[src/rtl/digi_readout_seq.sv]
// digi_readout_seq - multi-channel readout sequencer.
//
// On a rising edge of eos (accepted only while idle), the pending mask and the
// per-channel sample count are latched. Every pending channel, lowest index first,
// is then streamed as one framed packet over a valid/ready word stream:
//   header  {4'hF, 0..., sel}
//   N data  {sample, 0...}  (left-justified)
//   trailer {4'hE, 0..., xor of samples}  (only with DIGI_TRAILER_EN defined)
//
// Optional build macro: DIGI_TRAILER_EN (adds the checksum trailer word).
//
// Ports:
//   CLK, RST     clock; synchronous active-high reset
//   eos          end-of-sample level; its rising edge starts a readout
//   ch_en        channel enable mask, latched on an accepted eos edge
//   how_many     samples per channel, latched on an accepted eos edge
//   ch_data      FWFT head sample per channel, ch i at [i*WIDTH +: WIDTH]
//   ch_rd_req    one-hot pop strobe, asserted only on a data word transfer
//   ch_trigger   channels still waiting to be read out
//   dout         stream word; dout_valid/dout_ready handshake
//   busy         high from accepted eos until the done cycle ends
//   done         single-cycle pulse once all channels are read out
module digi_readout_seq #(
  parameter int CHAN  = 8,
  parameter int WIDTH = 12,
  parameter int OUT_W = 16,
  parameter int CNT_W = 12
) (
  input  logic                  CLK,
  input  logic                  RST,
  input  logic                  eos,
  input  logic [CHAN-1:0]       ch_en,
  input  logic [CNT_W-1:0]      how_many,
  input  logic [CHAN*WIDTH-1:0] ch_data,
  output logic [CHAN-1:0]       ch_rd_req,
  output logic [CHAN-1:0]       ch_trigger,
  output logic [OUT_W-1:0]      dout,
  output logic                  dout_valid,
  input  logic                  dout_ready,
  output logic                  busy,
  output logic                  done
);

  localparam int SEL_W = $clog2(CHAN);

`ifdef DIGI_TRAILER_EN
  typedef enum logic [2:0] {IDLE, SELECT, HEADER, DATA, CLEAR, DONE, TRAILER} state_t;
  localparam state_t PKT_END = TRAILER;
`else
  typedef enum logic [2:0] {IDLE, SELECT, HEADER, DATA, CLEAR, DONE} state_t;
  localparam state_t PKT_END = CLEAR;
`endif

  state_t           state;
  logic             eos_q;
  logic [SEL_W-1:0] sel;
  logic [SEL_W-1:0] low_idx;
  logic [CNT_W-1:0] sample_cnt;
  logic [CNT_W-1:0] cnt_lim;
  logic [WIDTH-1:0] cur_sample;
  logic             xfer;
  logic             last_sample;
`ifdef DIGI_TRAILER_EN
  logic [WIDTH-1:0] xsum;
`endif

  // Stream words are decoded from the registered state; data words pass the
  // FWFT head straight through so a pop shows its successor on the next cycle.
`ifdef DIGI_TRAILER_EN
  assign dout_valid = (state == HEADER) || (state == DATA) || (state == TRAILER);
`else
  assign dout_valid = (state == HEADER) || (state == DATA);
`endif
  assign xfer        = dout_valid & dout_ready;
  assign ch_rd_req   = (state == DATA && xfer) ? (CHAN'(1) << sel) : '0;
  assign last_sample = (sample_cnt == cnt_lim - CNT_W'(1));

  always_comb begin
    cur_sample = '0;
    for (int unsigned i = 0; i < CHAN; i++)
      if (SEL_W'(i) == sel) cur_sample = ch_data[i*WIDTH +: WIDTH];
  end

  always_comb begin
    logic found;
    found   = 1'b0;
    low_idx = '0;
    for (int unsigned i = 0; i < CHAN; i++)
      if (ch_trigger[i] && !found) begin
        low_idx = SEL_W'(i);
        found   = 1'b1;
      end
  end

  always_comb begin
    dout = '0;
    case (state)
      HEADER: begin
        dout[OUT_W-1 -: 4] = 4'hF;
        dout[SEL_W-1:0]    = sel;
      end
      DATA:    dout[OUT_W-1 -: WIDTH] = cur_sample;
`ifdef DIGI_TRAILER_EN
      TRAILER: begin
        dout[OUT_W-1 -: 4] = 4'hE;
        dout[WIDTH-1:0]    = xsum;
      end
`endif
      default: dout = '0;
    endcase
  end

  always_ff @(posedge CLK) begin
    if (RST) begin
      state      <= IDLE;
      eos_q      <= 1'b0;
      sel        <= '0;
      sample_cnt <= '0;
      cnt_lim    <= '0;
      ch_trigger <= '0;
      busy       <= 1'b0;
      done       <= 1'b0;
`ifdef DIGI_TRAILER_EN
      xsum       <= '0;
`endif
    end else begin
      eos_q <= eos;
      case (state)
        IDLE: begin
          if (eos && !eos_q) begin
            ch_trigger <= ch_en;
            cnt_lim    <= how_many;
            busy       <= 1'b1;
            state      <= SELECT;
          end
        end
        SELECT: begin
          if (ch_trigger == '0) begin
            done  <= 1'b1;
            state <= DONE;
          end else begin
            sel        <= low_idx;
            sample_cnt <= '0;
`ifdef DIGI_TRAILER_EN
            xsum       <= '0;
`endif
            state      <= HEADER;
          end
        end
        HEADER: begin
          if (xfer) state <= (cnt_lim == '0) ? PKT_END : DATA;
        end
        DATA: begin
          if (xfer) begin
            sample_cnt <= sample_cnt + CNT_W'(1);
`ifdef DIGI_TRAILER_EN
            xsum       <= xsum ^ cur_sample;
`endif
            if (last_sample) state <= PKT_END;
          end
        end
`ifdef DIGI_TRAILER_EN
        TRAILER: begin
          if (xfer) state <= CLEAR;
        end
`endif
        CLEAR: begin
          ch_trigger[sel] <= 1'b0;
          state           <= SELECT;
        end
        DONE: begin
          done  <= 1'b0;
          busy  <= 1'b0;
          state <= IDLE;
        end
        default: state <= IDLE;
      endcase
    end
  end

endmodule

[config.mk]
export PLATFORM = sky130hd
export DESIGN_NAME = digi_readout_seq
export DESIGN_NICKNAME = d
export VERILOG_FILES = /design/src/rtl/digi_readout_seq.sv
export SDC_FILE = /design/constraint.sdc
export NUM_CORES = 1
export LEC_CHECK = 0
export ABC_AREA = 1
export CORE_MARGIN = 2
export CORE_UTILIZATION = 40
export CTS_BUF_LIST = sky130_fd_sc_hd__clkbuf_16
export DETAILED_ROUTE_END_ITERATION = 16
export HOLD_SLACK_MARGIN = 0.15
export PLACE_DENSITY = 0.87
export RECOVER_POWER = 25
export SLEW_MARGIN = 10
export SYNTH_ARGS = -nofsm -noshare
export SYNTH_HDL_FRONTEND = slang
export SYNTH_SLANG_ARGS = --single-unit
[constraint.sdc]
create_clock -name CLK -period 4.7 [get_ports CLK]
set_input_delay 0.705 -clock CLK [delete_from_list [all_inputs] [get_ports CLK]]
set_output_delay 0.705 -clock CLK [all_outputs]
set_load 0.02 [all_outputs]
# Word-level counts from Yosys, hierarchy flattened
# Index checks and enable logic that the tools add are counted.
# totals
latchBits	0
register_bits	41
out_inout_bits	35
rom_bits	0
in_bits	120
ram_bits	0
elab_cells	114
mem_count	0
# classes
n_addsub	2
bitwise	4
shift	1
reduce_logical	34
n_mux	44
div_mod_pow	0
eq_ne	19
order_cmp	2
multipliers	0
# op_table
operator	n
$mux W12	10
$mux W3	13
$mux W8	3
$pmux W12 S2	1
$pmux W8 S2	1
$pmux W3 S5	1
$add A12 B1 Y12 const B	1
$eq A12 B12 Y1	1
$eq A3 B3 Y1 const A	4
$logic_not A12 Y1	1
$ne A2 B2 Y1 const B	6
$sub A12 B1 Y12 const B	1
$mux W1	11
$logic_and A1 B1 Y1	10
$reduce_and A2 Y1	5
$and A8 B8 Y8	1
$logic_not A1 Y1	8
$logic_not A8 Y1	1
$not A8 Y8	1
$pmux W4 S2	1
$reduce_bool A2 Y1	4
$shl A1 B3 Y8 const A	1
$eq A2 B3 Y1 const A	2
$eq A3 B2 Y1 const B	2
13 further kinds	16

# Logic depth before layout (Yosys ltp)
# depth
depth_word	22
depth_mapped	15
ltp_nobuf	15

# Worst setup path before layout
# No wires, ideal clock.
# synth_timing
path_kind	reg-to-output
start	register sel[0]
end	output port dout[13]
slack_ps	2452
n_path_buf	2
path_stages_with_launch	7
arrival_ps	1543
required_ps	3995
cell_sequence	dfxtp_1 -> buf_4 -> clkinv_1 -> nor2_1 -> buf_2 -> a221oi_1 -> a21oi_1
# synth_between
elab_chain_cells	10
word_cells_on_any_way	17
cone_classes	eq/ne: 7; mux: 9; reduce/logical: 1
# synth_lines
item	line	rtl
start, declared	56	logic [SEL_W-1:0] sel;
start signal, assigned	142	sel <= low_idx;
$logic_not A3 Y1	81	if (SEL_W'(i) == sel) cur_sample = ch_data[i*WIDTH +: WIDTH];
$mux W12 (7 in a row)	81	
$mux W12 *	81	
$pmux W4 S2 *	97	case (state)
end, declared	37	output logic [OUT_W-1:0] dout,
# Every way passes the cells marked *; elsewhere a longest branch is shown, timed or not.

# Final worst setup path
# layout_timing
start	register state[1]
end	output port dout[7]
# layout_between
elab_chain_cells	2
# layout_lines
item	line	rtl
start, declared	54	state_t state;
start signal, assigned	151	if (xfer) state <= (cnt_lim == '0) ? PKT_END : DATA;
$eq A3 B2 Y1	97	
$mux W8	97	
# Every way passes these cells.

==> metrics.txt <==
total track usage=27.6%; Post-Syn Area=3190 sq um; DIE HEIGHT=93.3 microns; max frequency=246 MHz; ANT cells=0; GR Util met2=between 50% and 60%; Reg2Reg Depth=11; crit end category=primary output; startpoint class of the critical path=flop; top post-synthesis cells by count=nand2_1, nor2_1, inv_1; post-synthesis instance total=529; count of cells resized by post-cts repair=0; WL/cell=16.1 microns; Final Max Tran Viols=0; TritonCTS buffer count=5; WL final=12500 microns; # hold bufs at CTS=0; crit path kind=flop to primary output; Crit Path Max Fanout=12; Die X=93.3 microns; clock tree from TritonCTS=done; Post-synth top flop=dfxtp_1; max_slew headroom=between 30% and 40%; WHS Path Cells=2; layout cells sized above 1=4.44%; Post-synth EDFFs=0; min Tclk post-route=4.06 ns; Most Crowded Layer GR=met2; post-synthesis net count=652; Max Cap Violations=0; Syn-to-layout area delta=53.5%; first-pass GRT wire length=roughly 19000 microns; CP Cell Sequence=inv_1, nor2_1, inv_1, nor2_1, inv_1, nor2_1, nand2_1, inv_1, clkdlybuf4s50_1; gr ovfl total=0; cell row count=32; count leader, synth=nand2_1; CP Buf/Inv Count=5; Avg Cell Area, Syn=6.03 sq um; hold path start=busy$_SDFFE_PP0P_; clk_lat worst skew=0.28 ns; Final GP Congestion=0.937; Leak=2.03 nW; Post-route DRC=0; P per Cell Area=between 400 and 500 nW/um^2; RSZ-0062 raised after global routing=no; Post-DP HPWL=approximately 10000 microns; via count=about 4200; post-route clock period utilization=between 80% and 90%; largest net degree at the start of global routing=39; Least-Margin Pin Slew=1.02 ns; final hold violations=0; status=completed; routed vias/inst=5.39; Setup Skew=0.00283 ns; reg-to-reg startpoint=state[1]$_SDFFE_PP0P_; CP arrival=3.36 ns; synthesis warning total=0; HP Class=flop to flop; top cells by area, synth=dfxtp_1, nand2_1, nor2_1, a21oi_1, inv_1; clk sinks=41; Yosys cell types=42; cell count along the critical path=9; worst stage delay on the critical path=between 0.8 and 0.9 ns; Reg clk slew, reported paths=around 0.060 ns; Routed Antenna Nets=0; H-tree depth=2; Worst path slowest cell=nor2_1; post-synth top area share=25.7%; met1 Use GR=31.0%; port buffer count=153; num ports=~160; setup TNS=0 ns; Core Area=~7700 sq um; vias in the first global route=4010; Final #Nets=~800; Initial DRC Count=289; Most common cell on crit path=inv_1; Synth area leader=dfxtp_1; Core Util, Final=a little under two thirds; Clock Tree Buf Depth=2; Setup violations, final=0; Total Die Area=8710 sq um; peak supply drop=301 uV; Top delay family on crit path=simple AND/OR/NAND/NOR gates; GRT met3 Usage=4.51%; initial antenna violation count=0; fillers=686; flops & latches, synth=41; FFs w/ async S/R, synth=0%; WP data required=approximately 4.0 ns; CTS root buf=clkbuf_16; Post-CTS Setup Inserts=0; sequential area share after synthesis=approximately a quarter; drt first pass iters=5; Initial Utilization=41.3%; Setup crit start=state[1]$_SDFFE_PP0P_
## worst register-to-register path: cells and delay by family (launching register included)
kind,cells,cell delay (ns)
flops,1,0.36
simple gates,6,2.13
compound gates,2,0.07
buf+inv,3,0.78
## cells in the final DEF (no fill, tap or decap), types with 4 or more instances in the layout
cell type,count
nand3b_1,4
dfxtp_1,41
nand4_1,10
o21ai_0,42
clkbuf_16,5
inv_2,5
xor2_1,4
nor3_1,6
nand2_1,128
nand3_1,37
clkdlybuf4s50_1,148
inv_1,60
nor2_1,74
dlygate4sd3_1,5
nor2_2,5
o22ai_1,8
o211ai_1,8
a21oi_1,46
## state kept, by name, summed over array words and instances (netlist names)
| signal | flops |
|---|---|
| busy | 1 |
| ch_trigger | 8 |
| cnt_lim | 12 |
| done | 1 |
| eos_q | 1 |
| sample_cnt | 12 |
| sel | 3 |
| state | 3 |
## layout make-up
type	count	area, sq um	share of cell area [%]
clock buffer	5	125	2.55
clock inverter	3	42.5	0.868
inverter	67	253	5.16
multi-input combinational	406	1990	40.7
sequential	41	821	16.8
tap	102	128	2.60
timing repair buffer	154	1540	31.4
## worst paths after layout
check | end | slack, ns
worst min-delay path | busy$_SDFFE_PP0P_ | 0.46
worst min register to register | busy$_SDFFE_PP0P_ | 0.46
worst max-delay path | dout[7] | 0.64
worst max register to register | sample_cnt[4]$_SDFFE_PP0P_ | 1.25
## through the flow
stage	total power [W]	area, sq um	hold WS [ns]	setup slack (ns)	cells
finish	0.00236	4900	0.462	0.639	778
global route	0.00254	4900	0.500	0.425	778
CTS	0.00240	4960	0.469	0.802	778
detailed placement	0.00200	4790	0.459	1.09	770
global placement	0.00197	4790	0.456	1.13	770
floorplan	0.00153	3190	0.456	2.45	529
## power by group
part | switching, W | internal [W]
Sequential | 0.0000907 | 0.000432
Combinational | 0.000902 | 0.000549
Clock | 0.000136 | 0.000249
Total | 0.00113 | 0.00123
## layer usage
layer  vias to the layer above  wire length, microns
met2                       229                  6210
met4                         0                   389
met3                        30                  1200
li1                       2038                     -
met1                      1899                  4750
met5                         -                     0
## cell families after synthesis
group | count (synthesis) | share of synthesized area (%)
flops | 41 | 25.7
simple gates | 274 | 39.2
xor+xnor | 7 | 1.92
fa+ha+maj | 3 | 1.18
other cells | 1 | 0.117
compound gates | 121 | 21.7
buf+inv | 82 | 10.2
No activity file was read; power rests on OpenSTA's default activity.
